**src/rtl/pc_sequencer_pkg.sv**
```systemverilog
// Shared definitions for the program-counter sequencer: state encoding and
// the default datapath width / reset address used by every file of the block.
package pc_seq_pkg;

    localparam int          DEFAULT_WIDTH    = 32;
    localparam logic [31:0] DEFAULT_RESET_PC = 32'h0000_0000;

    // Sequencer states; encodings are fixed so that debug probes of the
    // state register read the same on every build.
    typedef enum logic [1:0] {
        IDLE  = 2'd0,
        FETCH = 2'd1,
        EXEC  = 2'd2,
        HALT  = 2'd3
    } seq_state_t;

endpackage

```
**src/rtl/pc_sequencer_if.sv**
```systemverilog
// Instruction-memory request/acknowledge handshake between the sequencer
// (master, raises the request for address pc) and the instruction memory
// (slave, acknowledges when data for that pc is available).
interface pc_sequencer_if;

    logic imem_req;
    logic imem_ack;

    modport master (output imem_req, input imem_ack);
    modport slave  (input imem_req, output imem_ack);

endinterface

```
**src/rtl/pc_sequencer_next_sel.sv**
```systemverilog
// Combinational next-PC selection. Jump beats a taken branch, a taken branch
// beats sequential flow; any non-sequential choice is reported as a redirect
// so the sequencer can flush the datapath.
module pc_next_sel
    import pc_seq_pkg::*;
#(
    parameter int WIDTH = DEFAULT_WIDTH
) (
    input  logic [WIDTH-1:0] pc,
    input  logic             branch,
    input  logic             zero,
    input  logic             jump,
    input  logic [WIDTH-1:0] branch_end,
    input  logic [WIDTH-1:0] jump_end,
    output logic [WIDTH-1:0] pc_plus_one,
    output logic [WIDTH-1:0] next_pc,
    output logic             redirect
);

    // Pick the successor address; the increment simply wraps with no carry out.
    always_comb begin
        pc_plus_one = pc + WIDTH'(1);
        next_pc     = pc_plus_one;
        redirect    = 1'b0;
        if (jump) begin
            next_pc  = jump_end;
            redirect = 1'b1;
        end else if (branch && zero) begin
            next_pc  = branch_end;
            redirect = 1'b1;
        end
    end

endmodule

```
**src/rtl/pc_sequencer.sv**
```systemverilog
// Program-counter sequencer: owns the PC, fetches each instruction through the
// imem handshake, exposes it to the datapath for a single execute cycle, then
// advances, redirects (with a one-cycle flush) or stops for good on halt.
module pc_sequencer
    import pc_seq_pkg::*;
#(
    parameter int             WIDTH    = DEFAULT_WIDTH,
    parameter logic [WIDTH-1:0] RESET_PC = WIDTH'(DEFAULT_RESET_PC)
) (
    input  logic               clock,
    input  logic               reset_n,
    pc_sequencer_if.master     imem,
    input  logic               branch,
    input  logic               zero,
    input  logic               jump,
    input  logic [WIDTH-1:0]   branchEnd,
    input  logic [WIDTH-1:0]   jumpEnd,
    input  logic               halt,
    output logic [WIDTH-1:0]   pc,
    output logic [WIDTH-1:0]   pcmais,
    output logic               instr_valid,
    output logic               flush,
    output logic               halted,
    output logic [WIDTH-1:0]   instrCount
);

    seq_state_t       state;
    seq_state_t       state_next;
    logic [WIDTH-1:0] next_pc_sel;
    logic             redirect;

    pc_next_sel #(
        .WIDTH (WIDTH)
    ) u_next_sel (
        .pc          (pc),
        .branch      (branch),
        .zero        (zero),
        .jump        (jump),
        .branch_end  (branchEnd),
        .jump_end    (jumpEnd),
        .pc_plus_one (pcmais),
        .next_pc     (next_pc_sel),
        .redirect    (redirect)
    );

    // State register; reset wins in every state, discarding any pending ack.
    always_ff @(posedge clock) begin
        if (!reset_n) begin
            state <= IDLE;
        end else begin
            state <= state_next;
        end
    end

    // Next-state decode plus the Moore outputs, so request and valid can never overlap.
    always_comb begin
        state_next    = state;
        imem.imem_req = 1'b0;
        instr_valid   = 1'b0;
        halted        = 1'b0;
        case (state)
            IDLE: begin
                state_next = FETCH;
            end
            FETCH: begin
                imem.imem_req = 1'b1;
                if (imem.imem_ack) begin
                    state_next = EXEC;
                end
            end
            EXEC: begin
                instr_valid = 1'b1;
                state_next  = halt ? HALT : FETCH;
            end
            HALT: begin
                halted = 1'b1;
            end
            default: begin
                state_next = IDLE;
            end
        endcase
    end

    // PC, flush and retire counter only move at the end of an execute cycle;
    // flush therefore lasts exactly one cycle even if the following fetch stalls.
    always_ff @(posedge clock) begin
        if (!reset_n) begin
            pc         <= RESET_PC;
            flush      <= 1'b0;
            instrCount <= '0;
        end else begin
            flush <= 1'b0;
            if (state == EXEC) begin
                instrCount <= instrCount + WIDTH'(1);
                if (!halt) begin
                    pc    <= next_pc_sel;
                    flush <= redirect;
                end
            end
        end
    end

endmodule

```
**src/flat_wrapper.sv**
```systemverilog
// flat-port wrapper written by rule: the top's interface ports become plain ports
module pc_sequencer_flat import pc_seq_pkg::*;
#(
    parameter int             WIDTH    = DEFAULT_WIDTH,
    parameter logic [WIDTH-1:0] RESET_PC = WIDTH'(DEFAULT_RESET_PC)
)
  (clock, reset_n, branch, zero, jump, branchEnd, jumpEnd, halt, pc, pcmais, instr_valid, flush, halted, instrCount, imem_imem_req, imem_imem_ack);
  pc_sequencer_if imem_i ();
  input  logic clock;
  input  logic reset_n;
  input  logic branch;
  input  logic zero;
  input  logic jump;
  input  logic [WIDTH-1:0] branchEnd;
  input  logic [WIDTH-1:0] jumpEnd;
  input  logic halt;
  output logic [WIDTH-1:0] pc;
  output logic [WIDTH-1:0] pcmais;
  output logic instr_valid;
  output logic flush;
  output logic halted;
  output logic [WIDTH-1:0] instrCount;
  output wire logic [$bits(imem_i.imem_req)-1:0] imem_imem_req;
  input wire logic [$bits(imem_i.imem_ack)-1:0] imem_imem_ack;
  assign imem_imem_req = imem_i.imem_req;
  assign imem_i.imem_ack = imem_imem_ack;
  pc_sequencer #(.WIDTH(WIDTH), .RESET_PC(RESET_PC)) u_core (.clock(clock), .reset_n(reset_n), .imem(imem_i), .branch(branch), .zero(zero), .jump(jump), .branchEnd(branchEnd), .jumpEnd(jumpEnd), .halt(halt), .pc(pc), .pcmais(pcmais), .instr_valid(instr_valid), .flush(flush), .halted(halted), .instrCount(instrCount));
endmodule
```
**config.mk**
```make
export PLATFORM = sky130hd
export DESIGN_NAME = pc_sequencer_flat
export DESIGN_NICKNAME = d
export VERILOG_FILES = /design/src/rtl/pc_sequencer_pkg.sv /design/src/rtl/pc_sequencer_if.sv /design/src/rtl/pc_sequencer_next_sel.sv /design/src/rtl/pc_sequencer.sv /design/src/flat_wrapper.sv
export SDC_FILE = /design/constraint.sdc
export NUM_CORES = 1
export LEC_CHECK = 0
export CAP_MARGIN = 5
export CELL_PAD_IN_SITES_DETAIL_PLACEMENT = 2
export CELL_PAD_IN_SITES_GLOBAL_PLACEMENT = 2
export CORE_MARGIN = 4
export CORE_UTILIZATION = 23
export DETAILED_ROUTE_END_ITERATION = 8
export MAX_ROUTING_LAYER = met4
export PLACE_DENSITY = 0.78
export SLEW_MARGIN = 20
export SYNTH_ARGS = -nofsm -noshare
export SYNTH_HDL_FRONTEND = slang
export SYNTH_SLANG_ARGS = --single-unit
```
**constraint.sdc**
```tcl
create_clock -name clock -period 3.76 [get_ports clock]
set_input_delay 1.128 -clock clock [delete_from_list [all_inputs] [get_ports clock]]
set_output_delay 1.128 -clock clock [all_outputs]
set_load 0.03 [all_outputs]
```
## After elaboration in Yosys (flattened, before gate mapping)

Cells that the tools add are included.

| storage, ports and cells | value |
|---|---|
| register bits after elaboration | 67 |
| output and inout port bits | 100 |
| word-level logic and storage cells | 29 |

| cells by class | value |
|---|---|
| add/subtract/negate cells | 2 |
| eq/ne operators | 4 |
| multiplexer cells | 10 |
| bitwise gates (word level) | 3 |
| reductions and logical operators | 6 |

Operators with widths:

| cell | count |
|---|---|
| $add 32x1->32 const B | 2 |
| $mux 32 | 2 |
| $pmux 2 s3 | 1 |
| $mux 1 | 5 |
| $eq 2x2->1 const B | 2 |
| $mux 2 | 2 |
| $reduce_and 2->1 | 2 |
| $not 1->1 | 3 |
| $reduce_bool 3->1 | 1 |
| $reduce_or 3->1 | 1 |
| $eq 2x1->1 const B | 1 |
| $logic_not 2->1 | 1 |
| $ne 2x2->1 const B | 1 |
| $logic_and 1x1->1 | 1 |

## Longest topological paths before layout

Gate-level depths: netlist (run 1).

| depth | value |
|---|---|
| depth in word-level cells | 3 |
| depth in mapped cells | 9 |
| depth with buffers taken out | 7 |

## By module

From an unflattened synthesis (run 1), not the netlist that was laid out.

| unflattened totals | value |
|---|---|
| cell total of the unflattened synthesis | 569 |
| area total of the unflattened synthesis | 4212.8 um^2 |

Modules (own cells, without submodules):

| module | instances | cells each | area an instance (um^2) |
|---|---|---|---|
| pc_sequencer | 1 | 339 | 2802.7 |
| pc_next_sel | 1 | 230 | 1410.1 |

## Worst setup path before layout (run 1)

No wires, ideal clock.

| path | value |
|---|---|
| kind | register to output |
| start point | reg u_core.pc[2] |
| end point | out pcmais[27] |
| arrival | 2.546 ns |
| path slack | 0.086 ns |
| cell stages (with the launch flop) | 7 |
| cells stage by stage | dfxtp_1 -> clkbuf_2 -> nand4_1 -> or4_4 -> buf_6 -> or3_2 -> xnor2_1 |

| between the ends | value |
|---|---|
| word-level cells in the longest chain between the ends | 1 |

RTL lines:

| item | line | RTL |
|---|---|---|
| start, declared | pc_sequencer.sv:19 | `output logic [WIDTH-1:0] pc,` |
| start signal, assigned | pc_sequencer.sv:96 | `pc <= next_pc_sel;` |
| $add 32x1->32 | pc_sequencer_next_sel.sv:22 | `pc_plus_one = pc + WIDTH'(1);` |
| end, declared | flat_wrapper.sv:18 | `output logic [WIDTH-1:0] pcmais;` |

Every way passes these cells.

## Worst setup path in the final report (run 1)

| path | value |
|---|---|
| start point | reg u_core.pc[4] |
| end point | out pcmais[27] |

Same word-level chain as after synthesis.

==> flow_metrics.tcl, run 1 <==
set metrics [dict create \
    path_max_fanout 9 \
    synthAdderAreaFrac_pct 2.093 \
    synth_fp_nets 628 \
    cts_root_buffer "clkbuf_16" \
    die_y_um 142.9 \
    hold_slack_ps 526.2 \
    synth_xor_area_share_pct 11.30 \
    finalSetupViolCount 0 \
    syn_to_final_growth_pct 56.82 \
    rows 49 \
    crit_path_max_incr_delay_ps 610 \
    cts_tree "yes" \
    dominantRegCellSynth "dfxtp_1" \
    io-pin-count 171 \
    fmax_mhz 273.0 \
    status "finished, final reports clean" \
    netlist_instances 550 \
    leakagePower_nw 2.422 \
    synthTopCellsByArea "dfxtp_1, xor2_1, nor2_1" \
    fin_crit_sh_pct 97.43 \
    criticalPathCategory "reg -> out" \
    crit_path_top_delay_cell "or4_4" \
    post_drt_wl_per_cell_um 19.89 \
    maxSlewViolCount 0 \
    gr-usage-all-layers_pct 19.03 \
    drt-initial-drc-count 131 \
    multiInputGateArea_um2 2690 \
    clk_latency_ps 330 \
    core_um2 17900 \
    clk_pin_slew_ps 60 \
    fin_crit_ps 3663 \
    most-common-layout-cells "clkdlybuf4s50_1, nor2_1, dfxtp_1" \
    fin_worst_skew_ps 6.388 \
    nNetsFinal 797 \
    synth_top_area_cell "dfxtp_1" \
    grt_max_degree 35 \
    tightest_slew_ps 979.1 \
    synth_seq_cells 67 \
    stdcell_area_um2 6561 \
    antennaDiodeCount 0 \
    synthMuxAreaShare_pct 0.9569 \
    cts-hold-fix-buffers 0 \
    htreeDepth 3 \
    gp_congestion 0.8368 \
    place_hpwl_um 14330 \
    overflow 0 \
    viasPerCell 5.076 \
    cts_buffers 9 \
    antenna_found_initial 0 \
    ys_async_sr_fraction_pct 0 \
    synthesis.area_um2 4184 \
    ys_seq_area_share_pct 32.06 \
    grt_pass1_wl_um 29700 \
    yosysWarnings 0 \
    dpl_cell_area_um2 6206 \
    peakVddDrop_mv 0.1655 \
    yosys.cell_types.count 63 \
    initial_utilization_pct 23.37 \
    start_kind "flop" \
    layout.area.seq_um2 1343 \
    layout_commonest_cell "clkdlybuf4s50_1" \
    drc 0 \
    arrival_ps 2540 \
    clk_path_buf_depth 2 \
    grt_pass1_vias 5356 \
    path_cells "nand4_1 > buf_4 > or4_4 > or3_2 > xnor2_1 > buf_4" \
    synth-simple-area-share_pct 28.56 \
    clock-sinks 67 \
    setup-tns-final_ps 0 \
    critPathCaptureType "output port" \
    via_count 4837 \
    drive_above_1_share_pct 9.807 \
    yosys.area.top_type_share_pct 32.06 \
    antenna_left 0 \
    slew_headroom_pct 34.18 \
    cpMostUsedCell "buf_4" \
    synth_edf_count 0 \
    avgSynthCellArea_um2 7.607 \
    hold_viol 0 \
    synth_compound_gate_area_share_pct 20.54 \
    die_x_um 142.9 \
    numPortBuffers 170 \
    fillers 2036 \
    routed_wl_um 18950 \
    dr.pass1.iters 4 \
    holdCritPathClass "reg -> reg" \
    post-route-util_pct 36.65 \
    cp_data_required_time_ps 2630 \
    synth_top_family_by_area "simple AND/OR/NAND/NOR gates" \
    p_per_area_nw_per_um2 286.4 \
    dieArea_um2 20410 \
    drv_cap 0 \
]
[area by class of cell]
| class | instances | area share (%) |
|---|---|---|
| Multi-Input combinational cell | 436 | 41.00 |
| Timing Repair Buffer | 194 | 28.81 |
| Sequential cell | 67 | 20.46 |
| Tap cell | 229 | 4.367 |
| Clock buffer | 11 | 3.547 |
| Clock inverter | 5 | 1.182 |
| Inverter | 11 | 0.6293 |
[power by group]
group / switching, mW / total [mW] / internal, mW
Sequential: 0.00920 / 0.726 / 0.716
Combinational: 0.125 / 0.245 / 0.121
Clock: 0.329 / 0.908 / 0.579
Total: 0.463 / 1.88 / 1.42
[cells in the mapped netlist, types with 5 or more instances]
library cell,number
nand4_1,19
inv_1,10
a21oi_1,42
clkbuf_1,24
dfxtp_1,67
nand3_1,28
xnor2_1,22
nor4_1,12
and3_1,7
nand2_1,61
or2_2,5
o21ai_0,25
xor2_1,32
nor2_1,72
buf_1,8
o21a_1,6
and4_1,5
o211ai_1,5
ha_1,7
o31a_1,7
[kinds of logic (layout without fill, tap and decap cells)]
| family | after synthesis | after routing |
|---|---|---|
| and+or+nand+nor | 241 | 241 |
| adders and majority gates | 7 | 7 |
| xor gates and xnor gates | 54 | 54 |
| muxes | 4 | 4 |
| buffers and inverters | 47 | 221 |
| DFF | 67 | 67 |
| AOI/OAI and AO/OA | 130 | 130 |
[timing repair]
action                     in CTS  in global routing
resized for setup               7                  8
buffers inserted                0                  2
setup endpoints to repair       8                 12
hold endpoints to repair        0                  0
pin swaps                       0                  3
[sequential cells by signal, indices dropped and copies added, names as in the netlist]
register	count
u_core.instrCount	32
u_core.pc	32
u_core.state	2
u_core.flush	1
[stage by stage]
| step | std cells | power (mW) | setup slack (ps) |
|---|---|---|---|
| after floorplan | 550 | 0.8466 | 86.31 |
| after global placement | 935 | 0.9815 | 268.3 |
| after detailed placement | 935 | 0.9887 | 216.3 |
| after CTS | 951 | 1.906 | 2.705 |
| after global routing | 953 | 1.958 | -1.444 |
| final | 953 | 1.879 | 96.67 |
[path summary, 6_finish.rpt]
check / startpoint / end / slack [ps] / cells after the start
worst max-delay path: u_core.pc[4] / pcmais[27] / 100 / 6
worst min-delay path: u_core.pc[1] / u_core.pc[1] / 530 / 2
worst max register to register: u_core.state[0] / u_core.instrCount[28] / 1240 / 7
worst min register to register: u_core.pc[1] / u_core.pc[1] / 530 / 2
[per-layer routing]
metal	share of wire (%)	vias up	GRT usage (%)
li1	-	2307	-
met1	43	2372	22.28
met2	48	139	32.05
met3	7.1	19	5.492
met5	0	-	-
met4	1.4	0	4.952
[critical path: cells and delay by family (launching register included)]
kind | cells | cell delay, ps
DFF | 1 | 440
and+or+nand+nor | 3 | 1230
xor gates and xnor gates | 1 | 170
buffers and inverters | 2 | 360
Power figures use the tool's default switching activity.
==> inputs of run 2 (changes only) <==
- CORE_ASPECT_RATIO: default -> 0.8
==> run 2 against run 1 <==
Effect of this change:
- first-iteration DRC count is 54% higher
- core utilization grew 1.0 points
- critical path depth unchanged
- sequential cell count is the same
- global-route usage rose by 0.75 points
- sequential share of layout area fell by 0.16 points
- clock power fell by 10%
- largest cell class unchanged
==> flow_metrics.tcl, run 2 (synthesis results as in run 1) <==
set metrics [dict create \
    status "finished, final reports clean" \
    stdcell_area_um2 6625 \
    most-common-layout-cells "clkdlybuf4s50_1, nor2_1, dfxtp_1" \
    grt_pass1_wl_um 31600 \
    post_drt_wl_per_cell_um 20.54 \
    critPathCaptureType "output port" \
    leakagePower_nw 2.464 \
    cp_data_required_time_ps 2630 \
    fin_cells 957 \
    arrival_ps 2550 \
    start_kind "flop" \
    maxSlewViolCount 0 \
    layout.area.seq_um2 1345 \
    dpl_cell_area_um2 6251 \
    path_max_fanout 9 \
    cts_buffers 9 \
    setup-tns-final_ps 0 \
    viasPerCell 5.086 \
    fillers 1991 \
    p_per_area_nw_per_um2 270.1 \
    criticalPathCategory "reg -> out" \
    clock-sinks 67 \
    clk_latency_ps 340 \
    fin_crit_ps 3676 \
    finalWorstSetupSlack_ps 84.05 \
    peakVddDrop_mv 0.1747 \
    nNetsFinal 805 \
    gp_congestion 0.8564 \
    tightest_slew_ps 741.2 \
    drt-initial-drc-count 202 \
    fin_worst_skew_ps 8.178 \
    layout_commonest_cell "clkdlybuf4s50_1" \
    rows 43 \
    drive_above_1_share_pct 11.34 \
    via_count 4867 \
    fin_crit_sh_pct 97.76 \
    multiInputGateArea_um2 2705 \
    grt_pass1_vias 5461 \
    gr-usage-all-layers_pct 19.79 \
    die_y_um 128.6 \
    fmax_mhz 272.0 \
    numPortBuffers 170 \
    place_hpwl_um 15190 \
    pre_cts_ws_ps 144.5 \
    clk_pin_slew_ps 60 \
    syn_to_final_growth_pct 58.34 \
    dieArea_um2 20430 \
    hold_viol 0 \
    overflow 0 \
    initial_utilization_pct 23.78 \
    finalSetupViolCount 0 \
    antennaDiodeCount 0 \
    io-pin-count 171 \
    routed_wl_um 19660 \
    cts_tree "yes" \
    slew_headroom_pct 50.21 \
    drv_cap 0 \
    grt_max_degree 35 \
    antenna_left 0 \
    clk_path_buf_depth 2 \
    dr.pass1.iters 4 \
    dp_cells 935 \
    die_x_um 158.8 \
    htreeDepth 3 \
    drc 0 \
    antenna_found_initial 0 \
    cts_root_buffer "clkbuf_16" \
    core_um2 17590 \
    reg2reg_slack_ps 1360 \
    post-route-util_pct 37.66 \
    largest_registers "u_core.instrCount x32, u_core.pc x32, u_core.state x2" \
    holdCritPathClass "reg -> reg" \
]
-- run 2: worst paths after layout --
path	from	to	depth (start not counted)
worst max-delay path	u_core.pc[5]	pcmais[27]	6
worst min register to register	u_core.pc[0]	u_core.pc[0]	2
worst max register to register	u_core.state[0]	u_core.pc[26]	7
worst min-delay path	u_core.pc[0]	u_core.pc[0]	2
-- run 2: cell type report --
type,instances,area share [%]
Inverter,11,0.6232
Multi-Input combinational cell,436,40.83
Tap cell,225,4.249
Sequential cell,67,20.30
Clock inverter,6,0.6232
Timing Repair Buffer,202,29.76
Clock buffer,10,3.607
-- run 2: per-layer routing --
metal  global-route usage (%)  wire, µm
met5                        -         0
met4                    3.980       206
met3                    3.971       800
met2                    33.40      9486
met1                    24.92      9161
-- run 2: repair_timing --
item,CTS,global route
pin swaps,1,5
buffers inserted,0,6
hold buffers,0,0
endpoints found under the setup margin,12,13
gates resized for setup,9,9
-- run 2: critical path: stages (launching register included) --
cell and delay, ps:
dfxtp_1 430, nand4_1 110, buf_4 170, or4_4 630
or3_2 500, xnor2_2 210, buf_12 150
-- run 2: metrics by stage --
step	hold WS, ps	total power, mW
after CTS	538.0	1.820
after floorplan	540.1	0.8466
after global routing	552.6	1.864
after detailed placement	522.5	0.9938
final	519.0	1.789
after global placement	499.1	0.9848
-- run 2: power by group --
| group | total (mW) | leakage [nW] | switching [mW] | internal [mW] |
|---|---|---|---|---|
| registers | 0.726 | 0.542 | 0.00962 | 0.716 |
| clock network | 0.813 | 0.130 | 0.349 | 0.463 |
| logic | 0.251 | 1.79 | 0.129 | 0.122 |
==> inputs of run 3 (changes only) <==
- CTS_CLUSTER_SIZE: default -> 8
==> results of run 3 <==
The final DEF is identical to that of run 2; final timing and power are the same.
